`src/rtl/video_pkg.sv`:
```
// Shared register map, status/control bit positions and default 640x480 timing
// for the video scanout engine.
package video_pkg;

  localparam int DEF_H_ACTIVE = 640;
  localparam int DEF_H_FRONT  = 16;
  localparam int DEF_H_SYNC   = 96;
  localparam int DEF_H_BACK   = 48;
  localparam int DEF_V_ACTIVE = 480;
  localparam int DEF_V_FRONT  = 10;
  localparam int DEF_V_SYNC   = 2;
  localparam int DEF_V_BACK   = 33;

  localparam int COORD_W = 10;

  typedef enum logic [3:0] {
    REG_CTRL        = 4'h0,
    REG_STATUS      = 4'h4,
    REG_LINE_CMP    = 4'h8,
    REG_FRAME_COUNT = 4'hC
  } reg_addr_e;

  localparam int CTRL_ENABLE_BIT      = 0;
  localparam int CTRL_PEND_LSB        = 4;
  localparam int STAT_ACTIVE_LSB      = 0;
  localparam int STAT_IN_VBLANK_BIT   = 8;
  localparam int STAT_VBLANK_PEND_BIT = 16;
  localparam int STAT_LINE_PEND_BIT   = 17;

  // Per-pixel control travelling alongside the framebuffer read latency.
  typedef struct packed {
    logic               hsync_n;
    logic               vsync_n;
    logic               blank_n;
    logic [COORD_W-1:0] x;
    logic [COORD_W-1:0] y;
  } pix_ctl_t;

  localparam pix_ctl_t PIX_IDLE = '{hsync_n: 1'b1, vsync_n: 1'b1, blank_n: 1'b0,
                                    x: '0, y: '0};

  function automatic int frame_sel_w(input int num_frames);
    return (num_frames > 1) ? $clog2(num_frames) : 1;
  endfunction

endpackage

```
`src/rtl/video_timing_gen.sv`:
```
// Horizontal/vertical raster counters with active-low sync and vblank-entry
// strobe; counters park at 0,0 while disabled.
module video_timing_gen
  import video_pkg::*;
#(
  parameter int H_ACTIVE = DEF_H_ACTIVE,
  parameter int H_FRONT  = DEF_H_FRONT,
  parameter int H_SYNC   = DEF_H_SYNC,
  parameter int H_BACK   = DEF_H_BACK,
  parameter int V_ACTIVE = DEF_V_ACTIVE,
  parameter int V_FRONT  = DEF_V_FRONT,
  parameter int V_SYNC   = DEF_V_SYNC,
  parameter int V_BACK   = DEF_V_BACK
) (
  input  logic               clock,
  input  logic               reset,
  input  logic               enable,
  output logic [COORD_W-1:0] h_count,
  output logic [COORD_W-1:0] v_count,
  output logic               active,
  output logic               hsync_n,
  output logic               vsync_n,
  output logic               in_vblank,
  output logic               vblank_entry
);

  localparam int H_TOTAL = H_ACTIVE + H_FRONT + H_SYNC + H_BACK;
  localparam int V_TOTAL = V_ACTIVE + V_FRONT + V_SYNC + V_BACK;

  localparam logic [COORD_W-1:0] H_LAST   = COORD_W'(H_TOTAL - 1);
  localparam logic [COORD_W-1:0] V_LAST   = COORD_W'(V_TOTAL - 1);
  localparam logic [COORD_W-1:0] H_ACT    = COORD_W'(H_ACTIVE);
  localparam logic [COORD_W-1:0] V_ACT    = COORD_W'(V_ACTIVE);
  localparam logic [COORD_W-1:0] HS_START = COORD_W'(H_ACTIVE + H_FRONT);
  localparam logic [COORD_W-1:0] HS_END   = COORD_W'(H_ACTIVE + H_FRONT + H_SYNC);
  localparam logic [COORD_W-1:0] VS_START = COORD_W'(V_ACTIVE + V_FRONT);
  localparam logic [COORD_W-1:0] VS_END   = COORD_W'(V_ACTIVE + V_FRONT + V_SYNC);

  logic [COORD_W-1:0] h_q, h_d;
  logic [COORD_W-1:0] v_q, v_d;

  always_comb begin
    h_d = h_q;
    v_d = v_q;
    if (!enable) begin
      h_d = '0;
      v_d = '0;
    end else if (h_q == H_LAST) begin
      h_d = '0;
      v_d = (v_q == V_LAST) ? '0 : v_q + 1'b1;
    end else begin
      h_d = h_q + 1'b1;
    end
  end

  always_ff @(posedge clock) begin
    if (reset) begin
      h_q <= '0;
      v_q <= '0;
    end else begin
      h_q <= h_d;
      v_q <= v_d;
    end
  end

  assign h_count      = h_q;
  assign v_count      = v_q;
  assign active       = enable && (h_q < H_ACT) && (v_q < V_ACT);
  assign hsync_n      = !(enable && (h_q >= HS_START) && (h_q < HS_END));
  assign vsync_n      = !(enable && (v_q >= VS_START) && (v_q < VS_END));
  assign in_vblank    = enable && (v_q >= V_ACT);
  assign vblank_entry = enable && (h_q == '0) && (v_q == V_ACT);

endmodule

```
`src/rtl/video_scanout_engine.sv`:
```
// Framebuffer scanout: register block, page flip at vblank and control pipeline
// aligned to framebuffer read latency. Scanline IRQ built with VIDEO_SCANLINE_IRQ_EN.
module video_scanout_engine
  import video_pkg::*;
#(
  parameter int H_ACTIVE    = DEF_H_ACTIVE,
  parameter int H_FRONT     = DEF_H_FRONT,
  parameter int H_SYNC      = DEF_H_SYNC,
  parameter int H_BACK      = DEF_H_BACK,
  parameter int V_ACTIVE    = DEF_V_ACTIVE,
  parameter int V_FRONT     = DEF_V_FRONT,
  parameter int V_SYNC      = DEF_V_SYNC,
  parameter int V_BACK      = DEF_V_BACK,
  parameter int NUM_FRAMES  = 2,
  parameter int PIXEL_WIDTH = 8,
  parameter int FB_LATENCY  = 2,
  localparam int FRAME_W    = frame_sel_w(NUM_FRAMES)
) (
  input  logic                   clock,
  input  logic                   reset,
  input  logic [3:0]             bus_address,
  input  logic [31:0]            bus_write_data,
  input  logic                   bus_write_enable,
  input  logic                   bus_read_enable,
  output logic [31:0]            bus_data_fetched,
  output logic [FRAME_W-1:0]     fb_read_frame,
  output logic [COORD_W-1:0]     fb_read_x,
  output logic [COORD_W-1:0]     fb_read_y,
  input  logic [PIXEL_WIDTH-1:0] fb_read_data,
  output logic [PIXEL_WIDTH-1:0] pixel_data,
  output logic [COORD_W-1:0]     pixel_x_pos,
  output logic [COORD_W-1:0]     pixel_y_pos,
  output logic                   vga_horizontal_sync,
  output logic                   vga_vertical_sync,
  output logic                   vga_blank,
  output logic                   frame_irq
);

  logic               ctrl_enable_q, ctrl_enable_d;
  logic [2:0]         pending_frame_q, pending_frame_d;
  logic [2:0]         active_frame_q, active_frame_d;
  logic               vblank_pend_q, vblank_pend_d;
  logic               line_pend_q, line_pend_d;
  logic [COORD_W-1:0] line_cmp_q, line_cmp_d;
  logic [31:0]        frame_count_q, frame_count_d;
  logic [31:0]        bus_rdata_q, bus_rdata_d;

  pix_ctl_t [FB_LATENCY-1:0] pipe_q, pipe_d;
  pix_ctl_t                  pix_now;

  logic [COORD_W-1:0] h_count, v_count;
  logic               active, hsync_n, vsync_n, in_vblank, vblank_entry;
  logic               wr_ctrl, wr_status, pend_legal;
  logic               unused_bits;

  video_timing_gen #(
    .H_ACTIVE (H_ACTIVE),
    .H_FRONT  (H_FRONT),
    .H_SYNC   (H_SYNC),
    .H_BACK   (H_BACK),
    .V_ACTIVE (V_ACTIVE),
    .V_FRONT  (V_FRONT),
    .V_SYNC   (V_SYNC),
    .V_BACK   (V_BACK)
  ) u_timing (
    .clock        (clock),
    .reset        (reset),
    .enable       (ctrl_enable_q),
    .h_count      (h_count),
    .v_count      (v_count),
    .active       (active),
    .hsync_n      (hsync_n),
    .vsync_n      (vsync_n),
    .in_vblank    (in_vblank),
    .vblank_entry (vblank_entry)
  );

  assign wr_ctrl    = bus_write_enable && (reg_addr_e'(bus_address) == REG_CTRL);
  assign wr_status  = bus_write_enable && (reg_addr_e'(bus_address) == REG_STATUS);
  assign pend_legal = {29'd0, bus_write_data[CTRL_PEND_LSB +: 3]} < 32'(NUM_FRAMES);

`ifdef VIDEO_SCANLINE_IRQ_EN
  logic wr_line_cmp, line_hit;
  assign wr_line_cmp = bus_write_enable && (reg_addr_e'(bus_address) == REG_LINE_CMP);
  assign line_hit    = ctrl_enable_q && (h_count == '0) && (v_count == line_cmp_q);
`endif

  // Hardware set sequenced after W1C so a coincident set wins.
  always_comb begin
    ctrl_enable_d   = ctrl_enable_q;
    pending_frame_d = pending_frame_q;
    active_frame_d  = active_frame_q;
    vblank_pend_d   = vblank_pend_q;
    line_pend_d     = line_pend_q;
    line_cmp_d      = line_cmp_q;
    frame_count_d   = frame_count_q;

    if (wr_ctrl) begin
      ctrl_enable_d = bus_write_data[CTRL_ENABLE_BIT];
      if (pend_legal) pending_frame_d = bus_write_data[CTRL_PEND_LSB +: 3];
    end
    if (wr_status && bus_write_data[STAT_VBLANK_PEND_BIT]) vblank_pend_d = 1'b0;
    if (wr_status && bus_write_data[STAT_LINE_PEND_BIT])   line_pend_d   = 1'b0;

`ifdef VIDEO_SCANLINE_IRQ_EN
    if (wr_line_cmp) line_cmp_d = bus_write_data[COORD_W-1:0];
    if (line_hit)    line_pend_d = 1'b1;
`else
    line_cmp_d  = '0;
    line_pend_d = 1'b0;
`endif

    if (vblank_entry) begin
      active_frame_d = pending_frame_q;
      frame_count_d  = frame_count_q + 32'd1;
      vblank_pend_d  = 1'b1;
    end
  end

  always_comb begin
    bus_rdata_d = '0;
    if (bus_read_enable) begin
      case (reg_addr_e'(bus_address))
        REG_CTRL: begin
          bus_rdata_d[CTRL_ENABLE_BIT]      = ctrl_enable_q;
          bus_rdata_d[CTRL_PEND_LSB +: 3]   = pending_frame_q;
        end
        REG_STATUS: begin
          bus_rdata_d[STAT_ACTIVE_LSB +: 3] = active_frame_q;
          bus_rdata_d[STAT_IN_VBLANK_BIT]   = in_vblank;
          bus_rdata_d[STAT_VBLANK_PEND_BIT] = vblank_pend_q;
          bus_rdata_d[STAT_LINE_PEND_BIT]   = line_pend_q;
        end
        REG_LINE_CMP:    bus_rdata_d[COORD_W-1:0] = line_cmp_q;
        REG_FRAME_COUNT: bus_rdata_d = frame_count_q;
        default:         bus_rdata_d = '0;
      endcase
    end
  end

  always_comb begin
    pix_now = '{hsync_n: hsync_n, vsync_n: vsync_n, blank_n: active,
                x: h_count, y: v_count};
    pipe_d  = pipe_q;
    if (!ctrl_enable_q) begin
      pipe_d = {FB_LATENCY{PIX_IDLE}};
    end else begin
      pipe_d[0] = pix_now;
      for (int unsigned i = 1; i < FB_LATENCY; i++) pipe_d[i] = pipe_q[i-1];
    end
  end

  always_ff @(posedge clock) begin
    if (reset) begin
      ctrl_enable_q   <= 1'b0;
      pending_frame_q <= '0;
      active_frame_q  <= '0;
      vblank_pend_q   <= 1'b0;
      line_pend_q     <= 1'b0;
      line_cmp_q      <= '0;
      frame_count_q   <= '0;
      bus_rdata_q     <= '0;
      pipe_q          <= {FB_LATENCY{PIX_IDLE}};
    end else begin
      ctrl_enable_q   <= ctrl_enable_d;
      pending_frame_q <= pending_frame_d;
      active_frame_q  <= active_frame_d;
      vblank_pend_q   <= vblank_pend_d;
      line_pend_q     <= line_pend_d;
      line_cmp_q      <= line_cmp_d;
      frame_count_q   <= frame_count_d;
      bus_rdata_q     <= bus_rdata_d;
      pipe_q          <= pipe_d;
    end
  end

  assign bus_data_fetched    = bus_rdata_q;
  assign fb_read_frame       = active_frame_q[FRAME_W-1:0];
  assign fb_read_x           = active ? h_count : '0;
  assign fb_read_y           = active ? v_count : '0;
  assign vga_horizontal_sync = pipe_q[FB_LATENCY-1].hsync_n;
  assign vga_vertical_sync   = pipe_q[FB_LATENCY-1].vsync_n;
  assign vga_blank           = pipe_q[FB_LATENCY-1].blank_n;
  assign pixel_x_pos         = pipe_q[FB_LATENCY-1].x;
  assign pixel_y_pos         = pipe_q[FB_LATENCY-1].y;
  assign pixel_data          = pipe_q[FB_LATENCY-1].blank_n ? fb_read_data : '0;
  assign frame_irq           = vblank_pend_q | line_pend_q;

  assign unused_bits = ^bus_write_data;

endmodule

```
`config.mk`:
```
export PLATFORM = sky130hd
export DESIGN_NAME = video_scanout_engine
export DESIGN_NICKNAME = d
export VERILOG_FILES = /design/src/rtl/video_pkg.sv /design/src/rtl/video_timing_gen.sv /design/src/rtl/video_scanout_engine.sv
export SDC_FILE = /design/constraint.sdc
export NUM_CORES = 1
export LEC_CHECK = 0
export CORE_MARGIN = 1
export CORE_UTILIZATION = 31
export DETAILED_ROUTE_END_ITERATION = 16
export PLACE_DENSITY = 0.57
export SYNTH_ARGS = -nofsm -noshare
export SYNTH_HDL_FRONTEND = slang
export SYNTH_SLANG_ARGS = --single-unit
```
`constraint.sdc`:
```
create_clock -name clock -period 2.6 [get_ports clock]
set_input_delay 0.65 -clock clock [delete_from_list [all_inputs] [get_ports clock]]
set_output_delay 0.65 -clock clock [all_outputs]
set_load 0.02 [all_outputs]
```
==> results by group, run 1 <==
Cells and area
  • Post-Layout Cell Count: 910
  • Nets@finish: 730
  • Area grow syn2layout: 33.0%
  • Fill count: 1685
  • Commonest non-fill, non-tap cell in the layout: dfxtp_1
  • Design area: 7200 sq um
  • Proportion of layout cells with a drive suffix above 1: 10.6%
  • ANT cells: 0
  • Area of the multi-input gates: 2350 sq um
  • FF+latch area: 2760 sq um
  • Commonest cells after routing, fill and taps aside: dfxtp_1, clkdlybuf4s50_1, and2_1, nor2_1, nand3_1

Global routing
  • Gr ovfl total: 0
  • All-Layer GR Usage: 14.6%
  • Largest net degree at the start of global routing: 42
  • Number of global-route vias before repair: between 4000 and 5000
  • Initial antenna violation count: 0
  • First-pass GRT wire length: roughly 20000 microns

Critical path
  • Data required, critical path: slightly below 2 ns
  • R2R cell count: 7
  • Worst-path maximum fanout: 7
  • Crit path DAT: roughly 1.9 ns
  • Worst Setup End Kind: output pin
  • Kind of critical path: reg -> out
  • CP startpoint kind: flip-flop

Timing
  • Clock Skews: 0.00570 ns
  • RSZ-0062 raised after global routing: no
  • Final hold violation count: 0
  • Slew @ Worst Pin: 0.560 ns
  • Final setup TNS: 0 ns
  • Period utilisation layout: 96.5%
  • # setup viols final: 0
  • Max Slew Vio Count: 0
  • Tmin final: 2.51 ns
  • Achievable frequency: 0.399 GHz
  • Normalized max-slew margin: 62.3%

Synthesis
  • Area contributors post-synth: dfxtp_1, and2_1, nor2_1
  • Post-synthesis cell type count: 41
  • Yosys reg bits: 138
  • Share of the synthesized area in the top cell type: around half
  • Number of synthesized flops with an enable pin: 0
  • Syn_nets: 631
  • Seq/Total Area, Yosys: about half
  • Mean Syn Cell Area: approximately 9.4 sq um
  • Asr flop ratio synth: 0%
  • Post-Syn Area: 5420 sq um
  • Synth Flop Type: dfxtp_1
  • Yosys top cell by area: dfxtp_1
  • Yosys warns: 0
  • Mapped Cells: between 500 and 600

Pwr
  • Tot Pwr: 4430 uW
  • Pwr/cell area: roughly 600 nW/um^2
  • Reg power frac: 47.7%
  • Switching pwr: 940 uW
  • Pint: 3490 uW
  • Comb pwr share: 1.4%
  • Clk pwr share: 50.8%
  • Net Sw Frac: 21.2%
  • Pleak: 0.00265 uW
  • Max VDD drop: 0.418 mV

CTS
  • Postcts setup bufs: 0
  • CTS clk-pin slew, worst paths: approximately 0.060 ns
  • CTS sink cnt: 138
  • Cts hold-fix bufs: 0
  • TritonCTS clock tree: yes
  • Clk root buf: clkbuf_16
  • Clock Tree Buf Depth: 2
  • Num CTS Buffers: 17
  • H-tree depth: 4
  • Worst-Skew Late Latency: 0.41 ns

Floorplan
  • Die area: 18000 sq um
  • Die extent in x: 134 microns
  • Die height: 134 microns
  • Initial Utilization: about a third
  • # rows: between 40 and 50
  • Placeable Area: 16800 sq um
  • I/O pin cnt: 133

Run status
  • Result of the run: finished, final reports clean

Routing
  • WL/cell: ~14 microns
  • First drt pass iteration count: 4
  • Final wirelength: 12500 microns
  • DRT iter0 DRCs: 214
  • Post-route ant nets: 0
  • Vias: 4257
  • Vias per std cell: 4.68
  • # DRC: 0

Hold path
  • Hold Path Class: reg -> reg
  • WHS Path Cells: 1

Run
  • Max-cap viol count: 0

Placed design
  • Global placer's final weighted congestion: 0.803
  • Port buffer count: 104
  • Placed Area: between 6000 and 7000 sq um
  • Inst Count DP: 878
  • Dpl hpwl: 8970 microns
[layout make-up]
cell class | count | share of cell area [%]
Sequential cell | 138 | 38.4
Multi-Input combinational cell | 380 | 32.6
Timing Repair Buffer | 129 | 16.8
Clock buffer | 19 | 6.15
Tap cell | 220 | 3.82
Clock inverter | 13 | 1.65
Inverter | 11 | 0.573
[flip-flops by register name, indices dropped and copies added (netlist names)]
| register | cells |
|---|---|
| active_frame_q | 3 |
| bus_data_fetched | 32 |
| ctrl_enable_q | 1 |
| frame_count_q | 32 |
| pending_frame_q | 3 |
| pipe_q | 23 |
| pixel_x_pos | 10 |
| pixel_y_pos | 10 |
| u_timing.h_count | 10 |
| u_timing.v_count | 10 |
| vblank_pend_q | 1 |
| vga_blank | 1 |
| vga_horizontal_sync | 1 |
| vga_vertical_sync | 1 |
[kinds of logic (layout without fill, tap and decap cells)]
family	count (synthesis)	in the layout	synth area share, %
flip-flops	138	138	51.0
buffers and inverters	60	172	6.08
other	1	1	0.0692
adder cells (fa/ha/maj)	5	5	1.16
AND/OR/NAND/NOR	281	281	29.8
multiplexers	6	6	1.13
AO/OA/AOI/OAI	65	65	7.23
XOR/XNOR	22	22	3.56
[critical path: stages, from the launching register on]
cell           delay [ns]
dfxtp_1              0.31
nand4_1              0.10
or2b_1               0.26
buf_4                0.18
nor3_1               0.23
dlygate4sd2_1        0.37
[cell usage after synthesis (2+ instances only)]
master / number
buf_2: 2
nand3_1: 29
nand2b_1: 2
a22o_1: 6
inv_1: 11
or3_1: 12
or2_2: 2
o21ai_0: 16
ha_1: 5
nor2_1: 47
mux2i_1: 5
xnor2_1: 14
o31ai_1: 10
a21oi_1: 28
xor2_1: 8
buf_4: 21
nor2b_1: 4
buf_6: 3
nor4_1: 11
nand4b_2: 2
dfxtp_1: 138
and2_1: 82
nand4_1: 11
and4b_1: 3
nor3_1: 14
nand2_1: 28
or4_1: 12
nor4_4: 2
and3_1: 12
and4_1: 5
clkbuf_1: 23
[path summary, 6_finish.rpt]
path | endpoint | slack [ns] | startpoint
setup / recovery | fb_read_x[0] | 0.09 | u_timing.v_count[7]$_SDFFE_PP0P_
hold / removal | vga_horizontal_sync$_SDFF_PP1_ | 0.41 | pipe_q[22]$_SDFF_PP1_
setup reg to reg | frame_count_q[27]$_SDFFE_PP0P_ | 0.20 | u_timing.v_count[1]$_SDFFE_PP0P_
hold reg to reg | vga_horizontal_sync$_SDFF_PP1_ | 0.41 | pipe_q[22]$_SDFF_PP1_
[routing by layer]
metal	vias up	wire, microns	track usage (%)
met5	-	0	0
li1	2172	-	-
met2	90	6290	25.2
met1	1980	5430	17.1
met3	15	578	3.97
met4	0	157	5.68
[stage by stage]
stage | util [%] | worst slack, ns | hold WS, ns
after floorplan | - | 0.433 | 0.386
after global placement | 39.5 | 0.138 | 0.396
after detailed placement | 39.5 | 0.106 | 0.394
after CTS | 42.7 | 0.0585 | 0.407
after global routing | 42.8 | 0.000166 | 0.419
final | 42.8 | 0.0906 | 0.406
[power by group through the flow]
stage | Combinational (uW) | Clock (uW) | Sequential (uW)
floorplan | 22.2 | 0 | 2160
global placement | 62.2 | 0 | 2160
detailed placement | 63.6 | 0 | 2160
CTS | 63.9 | 2320 | 2120
global route | 69.3 | 2430 | 2110
finish | 63.3 | 2250 | 2120
[timing repair]
item | 4_1_cts | 5_1_grt
endpoints found under the hold margin | 0 | 0
endpoints found under the setup margin | 19 | 23
resized for setup | 19 | 23
Note: power is estimated with default switching activity, not from simulation.
==> run 2, diff against run 1 <==
--- a/config.mk
+++ b/config.mk
@@ -9,6 +9,7 @@
 export CORE_UTILIZATION = 31
 export DETAILED_ROUTE_END_ITERATION = 16
 export PLACE_DENSITY = 0.57
+export REMOVE_ABC_BUFFERS = 1
 export SYNTH_ARGS = -nofsm -noshare
 export SYNTH_HDL_FRONTEND = slang
 export SYNTH_SLANG_ARGS = --single-unit
==> run 2 against run 1 <==
  * Worst setup slack better by 0.017 ns
  * Wire length shrank 0.92%
  * Clock skew grew 0.0028 ns
  * Critical path type is now in -> out
  * Sequential power hardly changed
==> results by group, run 2 (same netlist as run 1, synthesis figures left out) <==
Run status
  • Result of the run: finished, final reports clean

CTS
  • Worst-Skew Late Latency: 0.41 ns (about the same)
  • Clock Tree Buf Depth: 2 (unchanged)
  • CTS clk-pin slew, worst paths: 0.05 ns (about the same)
  • Num CTS Buffers: 17 (unchanged)
  • Clk root buf: clkbuf_16
  • TritonCTS clock tree: yes
  • CTS sink cnt: 138 (unchanged)
  • H-tree depth: 4 (unchanged)

Routing
  • DRT iter0 DRCs: 171 (-20%)
  • WL/cell: 13.5 microns (-1.1%)
  • # DRC: 0 (unchanged)
  • Final wirelength: 12300 microns (-0.92%)
  • Post-route ant nets: 0 (unchanged)
  • First drt pass iteration count: 5 (+1)
  • Vias: 4326 (+1.6%)
  • Vias per std cell: 4.74 (+1.4%)

Critical path
  • Crit path from: fb_read_data[0]
  • R2R Setup Slk: 0.16 ns (-0.04 ns)
  • CP startpoint kind: input port
  • Data required, critical path: 1.95 ns (about the same)
  • Worst-path maximum fanout: 1 (-6)
  • Crit path DAT: 1.84 ns (-0.02 ns)
  • Worst Setup End Kind: output pin
  • R2r endpoint: frame_count_q[27]$_SDFFE_PP0P_
  • R2R cell count: 7 (unchanged)
  • Kind of critical path: in -> out
  • Launch point of the worst reg-to-reg path: u_timing.v_count[1]$_SDFFE_PP0P_

Timing
  • Clock Skews: 0.00855 ns (+0.00285 ns)
  • Normalized max-slew margin: 56.5% (-5.8 points)
  • Period utilisation layout: 95.9% (-0.64 points)
  • Tmin final: 2.49 ns (-0.0165 ns)
  • Max Slew Vio Count: 0 (unchanged)
  • Achievable frequency: 0.401 GHz (+0.66%)
  • Slew @ Worst Pin: 0.649 ns (+0.0891 ns)
  • Final hold violation count: 0 (unchanged)
  • RSZ-0062 raised after global routing: no
  • Min Hold Slack: 0.406 ns (-0.000125 ns)
  • # setup viols final: 0 (unchanged)

Floorplan
  • Die extent in x: 134 microns (unchanged)
  • Initial Utilization: 32.2% (unchanged)
  • Placeable Area: 16800 sq um (unchanged)
  • Die height: 134 microns (unchanged)
  • Die area: 18000 sq um (unchanged)
  • # rows: 47 (unchanged)
  • I/O pin cnt: 133 (unchanged)

Pwr
  • Pwr/cell area: 635 nW/um^2 (+3.2%)
  • Pleak: 0.00265 uW (about the same)
  • Max VDD drop: 0.504 mV (+20%)

Placed design
  • Global placer's final weighted congestion: 0.795 (-1.0%)
  • Port buffer count: 104 (unchanged)
  • Placed Area: 6650 sq um (about the same)
  • Dpl hpwl: 8950 microns (-0.25%)
  • Inst Count DP: 880 (+0.23%)

Cells and area
  • ANT cells: 0 (unchanged)
  • Proportion of layout cells with a drive suffix above 1: 12.3% (+1.7 points)
  • Commonest cells after routing, fill and taps aside: dfxtp_1, clkdlybuf4s50_1, and2_1, nor2_1, nand3_1
  • Fill count: 1636 (-2.9%)
  • Commonest non-fill, non-tap cell in the layout: dfxtp_1
  • Post-Layout Cell Count: 912 (+0.22%)
  • Design area: 7270 sq um (+0.99%)
  • Util after Layout: 43.2% (+0.42 points)
  • Nets@finish: 732 (+0.27%)
  • Area grow syn2layout: 34.3%

Global routing
  • All-Layer GR Usage: 14.2% (-0.37 points)
  • First-pass GRT wire length: 20100 microns (-2.1%)
  • Number of global-route vias before repair: 4084 (-2.6%)
  • Gr ovfl total: 0 (unchanged)
  • Largest net degree at the start of global routing: 29 (-31%)
  • Initial antenna violation count: 0 (unchanged)

Hold path
  • Hold Path Class: reg -> reg
  • WHS Path Cells: 1 (unchanged)
  • WHS Endpoint: vga_horizontal_sync$_SDFF_PP1_
  • Hold Path Origin: pipe_q[22]$_SDFF_PP1_

Run
  • Max-cap viol count: 0 (unchanged)
run 2: cell types whose count changed in the layout (fill, tap and decap cells not counted), moves of 2 or more:
cell             change
clkdlybuf4s15_2     +11
clkdlybuf4s15_1      -8
inv_6                -3
buf_4                +2
bufinv_16            +2
run 2: area by class of cell:
cell class                 count  area [sq um]  area share, %
multi-input combinational    380          2350           32.3
timing repair buffer         131          1240           17.0
sequential                   138          2760           38.0
clock buffer                  21           460           6.33
inverter                      11          41.3          0.568
tap                          220           275           3.78
clock inverter                11           145           2.00
run 2: report_power, final:
group	total, uW	internal [uW]	switching, uW
combinational	67.6	35.0	32.6
sequential	2120	2120	0.385
clock	2440	1560	882
total	4620	3710	915
run 2: through the flow:
stage	total power, uW	TNS [ns]	worst slack, ns
3_5_place_dp	2230	-0.581	-0.0598
6_report	4620	0	0.107
2_1_floorplan	2170	0	0.239
4_1_cts	4680	0	0.00475
5_1_grt	4780	0	0.00462
3_3_place_gp	2230	-0.778	-0.0678
run 2: worst max-delay path, cell delays in order:
cell	delay (ns)
clkdlybuf4s50_1	0.47
and2_1	0.13
clkdlybuf4s50_1	0.60
run 2: how the worst max path moves through the flow:
stage / cells past startpoint / endpoint
finish: 3 / pixel_data[0]
global route: 6 / fb_read_y[6]
CTS: 6 / fb_read_x[4]
detailed placement: 6 / fb_read_x[8]
global placement: 6 / fb_read_y[6]
floorplan: 4 / bus_data_fetched[16]$_SDFF_PP0_
run 2: repair_timing:
| action | in CTS | in global routing |
|---|---|---|
| setup endpoints to repair | 19 | 14 |
| resized for setup | 47 | 7 |
| hold buffers | 0 | 0 |
| setup buffers | 0 | 0 |
run 2: routing by layer:
metal  up-vias  part of all wire, %  track usage [%]  wire length [microns]
met5         -                    0                0                      0
li1       2172                    -                -                      -
met1      2019                   48             18.5                   5960
met2       116                   45             21.9                   5520
met3        19                  5.1             3.67                    631
met4         0                  1.9             6.93                    239
